`config.mk`:
```
export PLATFORM = sky130hd
export DESIGN_NAME = spi_master_ctrl
export DESIGN_NICKNAME = d
export VERILOG_FILES = /design/src/rtl/spi_master_ctrl.sv
export SDC_FILE = /design/constraint.sdc
export NUM_CORES = 1
export LEC_CHECK = 0
export ABC_AREA = 0
export ABC_CLOCK_PERIOD_IN_PS = 10400
export CAP_MARGIN = 5
export CORE_MARGIN = 1
export CORE_UTILIZATION = 54
export CTS_CLUSTER_DIAMETER = 120
export DETAILED_ROUTE_END_ITERATION = 8
export GPL_TIMING_DRIVEN = 0
export PLACE_DENSITY = 0.8
export REMOVE_ABC_BUFFERS = 1
export SYNTH_ARGS = -nofsm -noshare
export SYNTH_HDL_FRONTEND = slang
export SYNTH_SLANG_ARGS = --single-unit
```
`constraint.sdc`:
```
create_clock -name sys_clk -period 10.4 [get_ports sys_clk]
set_input_delay 2.08 -clock sys_clk [delete_from_list [all_inputs] [get_ports sys_clk]]
set_output_delay 2.08 -clock sys_clk [all_outputs]
set_load 0.005 [all_outputs]
```
`src/rtl/spi_master_ctrl.sv`:
```
// spi_master_ctrl: single-chip-select SPI master, mode 0 (CPOL=0, CPHA=0).
// Sends bc+1 bytes (8..64 bits) from a right-aligned transmit word and returns
// the received bits right-aligned, with a one-cycle read strobe at the end.
// SCK timing comes entirely from the external half-period tick.
// Build option: define SPI_MASTER_LSB_FIRST_EN for LSB-first bit order
// (default is MSB-first).
module spi_master_ctrl #(
    parameter int HOLD_TICKS = 1    // ticks from last SCK fall to CS_n rise, 1..15
) (
    input  logic        sys_clk,
    input  logic        rst,
    input  logic        reg_ctrl_tran,
    input  logic [2:0]  reg_ctrl_bc,
    input  logic [63:0] reg_ctrl_tx_data,
    input  logic        reg_ctrl_oe,
    input  logic        clkgen_ctrl_tick,
    input  logic        spi_miso,
    output logic        ctrl_reg_busy,
    output logic [63:0] ctrl_reg_rx_data,
    output logic        ctrl_reg_rd_en,
    output logic        spi_sck,
    output logic        spi_mosi,
    output logic        spi_cs_n,
    output logic        spi_oe
);

    typedef enum logic [2:0] {
        ST_IDLE,
        ST_SETUP,
        ST_SHIFT,
        ST_HOLD,
        ST_DONE
    } state_t;

    state_t      r_state;
    state_t      w_state_next;

    logic [2:0]  r_bc;          // byte count minus one, latched at start
    logic [63:0] r_tx;          // transmit word, latched at start
    logic [63:0] r_rx;          // receive assembly register
    logic [5:0]  r_bit_cnt;     // bits still to send after the current one
    logic [3:0]  r_hold_cnt;    // ticks spent in HOLD
    logic        r_sck;
    logic        r_mosi;
    logic        r_cs_n;
    logic        r_oe;
    logic [63:0] r_rx_data;
    logic        r_rd_en;

    logic [5:0]  w_start_last;  // index of the last bit for the requested length
    logic [5:0]  w_cnt_dec;
    logic        w_hold_last;
    logic [63:0] w_rx_mask;     // ones over the bits actually transferred
    logic [5:0]  w_tx_first_idx;
    logic [5:0]  w_tx_next_idx;
    logic [5:0]  w_rx_idx;

    assign w_start_last = {reg_ctrl_bc, 3'b111};
    assign w_cnt_dec    = r_bit_cnt - 6'd1;
    assign w_hold_last  = (r_hold_cnt == 4'(HOLD_TICKS - 1));
    assign w_rx_mask    = 64'hFFFF_FFFF_FFFF_FFFF >> {~r_bc, 3'b000};

    // The bit counter runs from last-bit index down to 0 in both orders; only
    // the mapping from counter to word position depends on bit order.
`ifdef SPI_MASTER_LSB_FIRST_EN
    logic [5:0] w_last;
    assign w_last         = {r_bc, 3'b111};
    assign w_tx_first_idx = 6'd0;
    assign w_tx_next_idx  = w_last - w_cnt_dec;
    assign w_rx_idx       = w_last - r_bit_cnt;
`else
    assign w_tx_first_idx = w_start_last;
    assign w_tx_next_idx  = w_cnt_dec;
    assign w_rx_idx       = r_bit_cnt;
`endif

    // State register.
    // NOTE: every flop uses non-blocking (<=) so all registers see pre-edge values.
    always_ff @(posedge sys_clk or posedge rst) begin
        if (rst) begin
            r_state <= ST_IDLE;
        end else begin
            r_state <= w_state_next;
        end
    end

    // Next-state decode; without a tick nothing but IDLE/DONE can advance.
    always_comb begin
        // NOTE: default first so no path leaves w_state_next unassigned (no latch).
        w_state_next = r_state;
        case (r_state)
            ST_IDLE:  if (reg_ctrl_tran)    w_state_next = ST_SETUP;
            ST_SETUP: if (clkgen_ctrl_tick) w_state_next = ST_SHIFT;
            ST_SHIFT: if (clkgen_ctrl_tick && r_sck && (r_bit_cnt == 6'd0))
                                            w_state_next = ST_HOLD;
            ST_HOLD:  if (clkgen_ctrl_tick && w_hold_last)
                                            w_state_next = ST_DONE;
            ST_DONE:                        w_state_next = ST_IDLE;
            default:                        w_state_next = ST_IDLE;
        endcase
    end

    // Datapath and pin registers, stepped in lockstep with the state decode.
    always_ff @(posedge sys_clk or posedge rst) begin
        if (rst) begin
            // NOTE: data registers are reset as well: an aborted transfer must leave rx data at 0.
            r_bc       <= 3'd0;
            r_tx       <= 64'd0;
            r_rx       <= 64'd0;
            r_bit_cnt  <= 6'd0;
            r_hold_cnt <= 4'd0;
            r_sck      <= 1'b0;
            r_mosi     <= 1'b0;
            r_cs_n     <= 1'b1;
            r_oe       <= 1'b0;
            r_rx_data  <= 64'd0;
            r_rd_en    <= 1'b0;
        end else begin
            r_oe    <= reg_ctrl_oe;
            r_rd_en <= 1'b0;
            case (r_state)
                ST_IDLE: begin
                    r_sck  <= 1'b0;
                    r_mosi <= 1'b0;
                    r_cs_n <= 1'b1;
                    if (reg_ctrl_tran) begin
                        r_bc       <= reg_ctrl_bc;
                        r_tx       <= reg_ctrl_tx_data;
                        r_bit_cnt  <= w_start_last;
                        r_hold_cnt <= 4'd0;
                        r_cs_n     <= 1'b0;
                        r_mosi     <= reg_ctrl_tx_data[w_tx_first_idx];
                    end
                end
                ST_SHIFT: begin
                    if (clkgen_ctrl_tick) begin
                        if (!r_sck) begin
                            r_sck         <= 1'b1;
                            r_rx[w_rx_idx] <= spi_miso;
                        end else begin
                            r_sck <= 1'b0;
                            if (r_bit_cnt != 6'd0) begin
                                r_bit_cnt <= w_cnt_dec;
                                r_mosi    <= r_tx[w_tx_next_idx];
                            end
                        end
                    end
                end
                ST_HOLD: begin
                    if (clkgen_ctrl_tick) begin
                        if (w_hold_last) begin
                            r_cs_n    <= 1'b1;
                            r_rd_en   <= 1'b1;
                            // Stale bits above the transfer length are masked off here.
                            r_rx_data <= r_rx & w_rx_mask;
                        end else begin
                            r_hold_cnt <= r_hold_cnt + 4'd1;
                        end
                    end
                end
                ST_DONE: begin
                    r_mosi <= 1'b0;
                end
                default: begin
                end
            endcase
        end
    end

    assign ctrl_reg_busy    = (r_state != ST_IDLE);
    assign ctrl_reg_rx_data = r_rx_data;
    assign ctrl_reg_rd_en   = r_rd_en;
    assign spi_sck          = r_sck;
    assign spi_mosi         = r_mosi;
    assign spi_cs_n         = r_cs_n;
    assign spi_oe           = r_oe;

endmodule

```
Word level (Yosys, flattened, before mapping). Cells that the tools add are included.

Multiplexer cells: 36. Reductions and logical operators: 21. Eq/ne operators: 14. Bitwise operators: 3. $lt $le $gt $ge: 4. Add/sub/neg operators: 2. Multipliers: 0. Divide/modulo/power cells: 0. Shift operators: 1.

Operators with widths (count): AND 64 bit (1); bitwise mux 64 bit (1); >> shifter 64 x 6 -> 64 bit (first input constant) (1); two-way mux 6 bit (4); < comparator 6 x 7 -> 1 bit (second input constant) (3); inequality test 2 bit (second input constant) (10); two-way mux 1 bit (15); two-way mux 3 bit (4); two-way mux 4 bit (3); one-hot mux 3 bit (4 select lines) (1); one-hot mux 6 bit (2 select lines) (1); AND reduction 4 bit (3); AND reduction 3 bit (3); one-hot mux 4 bit (2 select lines) (1); binary-select mux 1 bit (select 6 bit) (1); demux 1 bit (select 6 bit) (1); == test 3 x 2 -> 1 bit (second input constant) (2); >= comparator 6 x 1 -> 1 bit (second input constant) (1); zero test 6 bit (1); nonzero test 3 bit (2); nonzero test 6 bit (1); subtractor 6 x 1 -> 6 bit (second input constant) (1); AND reduction 5 bit (1); adder 4 x 1 -> 4 bit (second input constant) (1); other kinds (12) (18).

Latch bits: 0. Register bits after elaboration: 213. Memory bits (writable): 0. ROM bits: 0. Memories kept: 0.

Logic depth before layout (Yosys ltp).
Word-level depth: 7. Mapped depth: 11.

Worst setup path before layout. No wires, ideal clock.

Path type: in2reg. Start point: in clkgen_ctrl_tick. End point: reg r_bit_cnt[3]. Arrival time: 3239 ps. Setup time: 125 ps. Required time: 10275 ps. Path slack: 7037 ps. Stages: 4. Cell sequence: clkbuf_1 a41oi_1 nor3_2 mux2_2.

Cells in the longest elaborated chain, start to end: 2.

Ends and longest elaborated chain: from (decl) (line 16) `input logic clkgen_ctrl_tick,`; inequality test 2 bit (no line); AND reduction 5 bit (no line); to (signal assigned) (line 129) `r_bit_cnt <= w_start_last;`; to (signal assigned) (line 143) `r_bit_cnt <= w_cnt_dec;`; to (decl) (line 41) `logic [5:0] r_bit_cnt;`.

Every way passes these cells. A chain may end at the register's enable or synchronous reset.

Worst setup path after layout.
Start point: reg r_state[0]. End point: out ctrl_reg_busy.

Cells in the longest elaborated chain, start to end: 1.

Ends and longest elaborated chain: from (decl) (line 35) `state_t r_state;`; from (signal assigned) (line 83) `r_state <= w_state_next;`; nonzero test 3 bit (line 170) `assign ctrl_reg_busy = (r_state != ST_IDLE);`; to (decl) (line 18) `output logic ctrl_reg_busy,`.

Every way passes these cells.

==> insert_results.sql <==
INSERT INTO impl_metrics (metric_group, metric, value, unit) VALUES
('floorplan', 'dieHeight', '134.4', 'µm'),
('clock_tree', 'worstSkewPairLatency', '0.50', 'ns'),
('timing', 'setup_ws', '6.331', 'ns'),
('power', 'power.total', '3.044', 'mW'),
('critical_path', 'criticalPathCategory', 'reg2out', ''),
('run_status', 'status', 'completed', ''),
('drt', 'length_of_the_first_detailed_routing_pass_in_iterations', '5', ''),
('clock_tree', 'cts_tree', 'built', ''),
('synthesis', 'synthFlopType', 'sky130_fd_sc_hd__dfrtp_1', ''),
('floorplan', 'initial_core_util', '0.5510', ''),
('global_routing', 'grt_start_max_net_pins', '115', ''),
('clock_tree', 'cts_made_buffers', '22', ''),
('synthesis', 'netlist_area', '9464', 'µm²'),
('cells_and_area', 'drive_gt1_frac', '0.2008', ''),
('global_routing', 'antenna_found_initial', '0', ''),
('critical_path', 'r2r.worst_path.cells', '8', ''),
('timing', 'number_of_pins_exceeding_their_max_slew_limit_in_the_final_report', '0', ''),
('clock_tree', 'hold_buffers', '0', ''),
('synthesis', 'synth.top_cells.by_area', 'sky130_fd_sc_hd__dfrtp_1 56%, sky130_fd_sc_hd__mux2_2 15%, sky130_fd_sc_hd__nand2_1 7.1%', ''),
('min_path', 'hold_path_class', 'reg2reg', ''),
('timing', 'worst_slew_margin_rel', '0.2728', ''),
('timing', 'whs', '0.4635', 'ns'),
('cells_and_area', 'finalNetCount', '1031', ''),
('cells_and_area', 'num_antenna_cells', '0', ''),
('timing', 'finalHoldViolCount', '0', ''),
('synthesis', 'syn_area_per_cell', '11.32', 'µm²'),
('floorplan', 'ios', '143', ''),
('critical_path', 'critical_path.startpoint', 'r_state[0]', ''),
('clock_tree', 'cts.sinks', '213', ''),
('drt', 'postRouteAntennaNets', '0', ''),
('floorplan', 'floorplan.die.width', '134.4', 'µm'),
('synthesis', 'synth_area_leader_cell', 'sky130_fd_sc_hd__dfrtp_1', ''),
('critical_path', 'crit-reg2reg-launch', 'r_bit_cnt[0]', ''),
('drt', 'drtIter0Drc', '419', ''),
('timing', 'maxClockFrequency', '245.8', 'MHz'),
('flow_run', 'maxCapViolCount', '0', ''),
('clock_tree', 'total_number_of_h_tree_levels', '1', ''),
('global_routing', 'globalRouteOverflowTotal', '0', ''),
('synthesis', 'yosys.cell_types.count', '56', ''),
('critical_path', 'worst_setup_path_start_kind', 'register', ''),
('power', 'power.ir.vdd_worst', '0.1509', 'mV'),
('clock_tree', 'clock_tree.buffer_depth', '3', ''),
('synthesis', 'synth.top_cell.area_share', '0.5605', ''),
('timing', 'report.final.setup_viol', '0', ''),
('critical_path', 'worst-endpoint-arrival', '1.99', 'ns'),
('drt', 'drt-total-wl', '20240', 'µm'),
('floorplan', 'core.rowCount', '48', ''),
('clock_tree', 'cts.repair.resized', '0', ''),
('floorplan', 'die_area', '18060', 'µm²'),
('synthesis', 'synth-edff-count', '0', ''),
('drt', 'post-route-drc-count', '0', ''),
('placement', 'place.detailed.instances', '1156', ''),
('cells_and_area', 'syn2layout_area_growth', '24.58', '%'),
('global_routing', 'wire_length_of_the_first_global_routing_pass', '34560', 'µm'),
('drt', 'avgRoutedWirePerCell', '16.92', 'µm'),
('placement', 'dpl_worst_slack', '5.963', 'ns'),
('min_path', 'launch_instance_of_the_worst_min_delay_path', 'ctrl_reg_rx_data[47]', ''),
('min_path', 'hold_depth', '2', ''),
('placement', 'number_of_buffers_added_on_ports', '142', ''),
('critical_path', 'timing.critical_path.to_type', 'output pin', ''),
('global_routing', 'first_global_vias', '6890', ''),
('critical_path', 'cp_num_cells', '3', ''),
('cells_and_area', 'layout_cells_excl_fill', '1196', ''),
('timing', 'final_period_minus_worst_setup_slack', '4.069', 'ns'),
('critical_path', 'path_cells', 'nor3_1 > inv_1 > clkdlybuf4s50_1', ''),
('critical_path', 'ff2ff_setup_slack', '6.42', 'ns'),
('timing', 'setup_repair_after_global_routing_missed_its_margin', 'false', ''),
('critical_path', 'path_max_fanout', '14', ''),
('synthesis', 'netlist_instances', '836', ''),
('clock_tree', 'buffer_cell_driving_the_clock_tree_root', 'sky130_fd_sc_hd__clkbuf_16', ''),
('clock_tree', 'path_clk_slew', '0.06', 'ns');
synth_stat cells (all sizes together) (10+ instances only):
cell and n:
dfrtp 212, nand2 179, mux2 133, nand3 67
nor2 50, clkbuf 43, nor3 20, o21ai 17
mux4 14, inv 11, mux2i 10
power breakdown:
part | total, mW | switching, mW | internal, mW | leakage (nW)
Combinational | 0.979 | 0.457 | 0.522 | 2.18
Clock | 0.779 | 0.312 | 0.466 | 0.354
Sequential | 1.29 | 0.215 | 1.07 | 2.79
Total | 3.04 | 0.984 | 2.06 | 5.33
stage by stage:
step / area (µm²) / TNS [ns] / utilization
detailed placement: 11070 / 0 / 0.6443
global placement: 10960 / -38.56 / 0.6381
finish: 11790 / 0 / 0.6864
global route: 11790 / 0 / 0.6864
floorplan: 9258 / 0 / -
CTS: 11790 / 0 / 0.6864
cell usage in the layout, fill, tap and decap left out, types with 9 or more instances in the layout:
cell type,n
sky130_fd_sc_hd__clkdlybuf4s50_1,141
sky130_fd_sc_hd__nand3_1,66
sky130_fd_sc_hd__mux2_2,124
sky130_fd_sc_hd__mux2_1,9
sky130_fd_sc_hd__nor3_1,16
sky130_fd_sc_hd__dfrtp_1,212
sky130_fd_sc_hd__inv_1,9
sky130_fd_sc_hd__clkbuf_16,23
sky130_fd_sc_hd__nor2_1,50
sky130_fd_sc_hd__o21ai_0,16
sky130_fd_sc_hd__nand2_1,179
sky130_fd_sc_hd__mux2i_1,10
sky130_fd_sc_hd__mux4_2,14
logic make-up after synthesis:
family                     count (synthesis)  synth area share
AOI/OAI and AO/OA                         41           0.02895
xor gates and xnor gates                   6          0.007141
adders and majority gates                  3          0.003967
buffers and inverters                     62           0.02618
DFF                                      213            0.5633
muxes                                    157            0.2021
and+or+nand+nor                          354            0.1683
cell type report:
| cell class | instances | area (µm²) | share of cell area |
|---|---|---|---|
| sequential | 213 | 5331 | 0.4522 |
| multi-input combinational | 561 | 3894 | 0.3303 |
| timing repair buffer | 146 | 1511 | 0.1282 |
| clock buffer | 35 | 670.6 | 0.05688 |
| tap | 225 | 281.5 | 0.02388 |
| clock inverter | 5 | 52.55 | 0.004457 |
| inverter | 11 | 48.80 | 0.004139 |
worst max-delay path by stage:
stage / endpoint / slack [ns]
4_1_cts: spi_mosi / 6.26
5_1_grt: spi_mosi / 6.08
6_report: ctrl_reg_busy / 6.33
2_1_floorplan: ctrl_reg_rd_en / 2.50
3_5_place_dp: r_rx[36] / 5.96
3_3_place_gp: ctrl_reg_rx_data[3] / -0.19
per-layer routing:
layer  GRT usage  share of wire
met5           0              0
met3     0.05215          0.064
met2      0.3915           0.48
met4     0.05868          0.021
met1      0.3270           0.43
tightest hold or removal path: cells and delay by family (launching register included):
family / cells / cell delay (ns)
flops: 1 / 0.34
simple gates: 2 / 0.10
registers in the layout (all words and copies together), names as in the netlist, 3 cells and up:
| name | cells |
|---|---|
| r_hold_cnt | 4 |
| ctrl_reg_rx_data | 64 |
| r_bit_cnt | 6 |
| r_state | 3 |
| r_rx | 64 |
| r_bc | 3 |
| r_tx | 64 |
(Power assumes the default switching activity.)
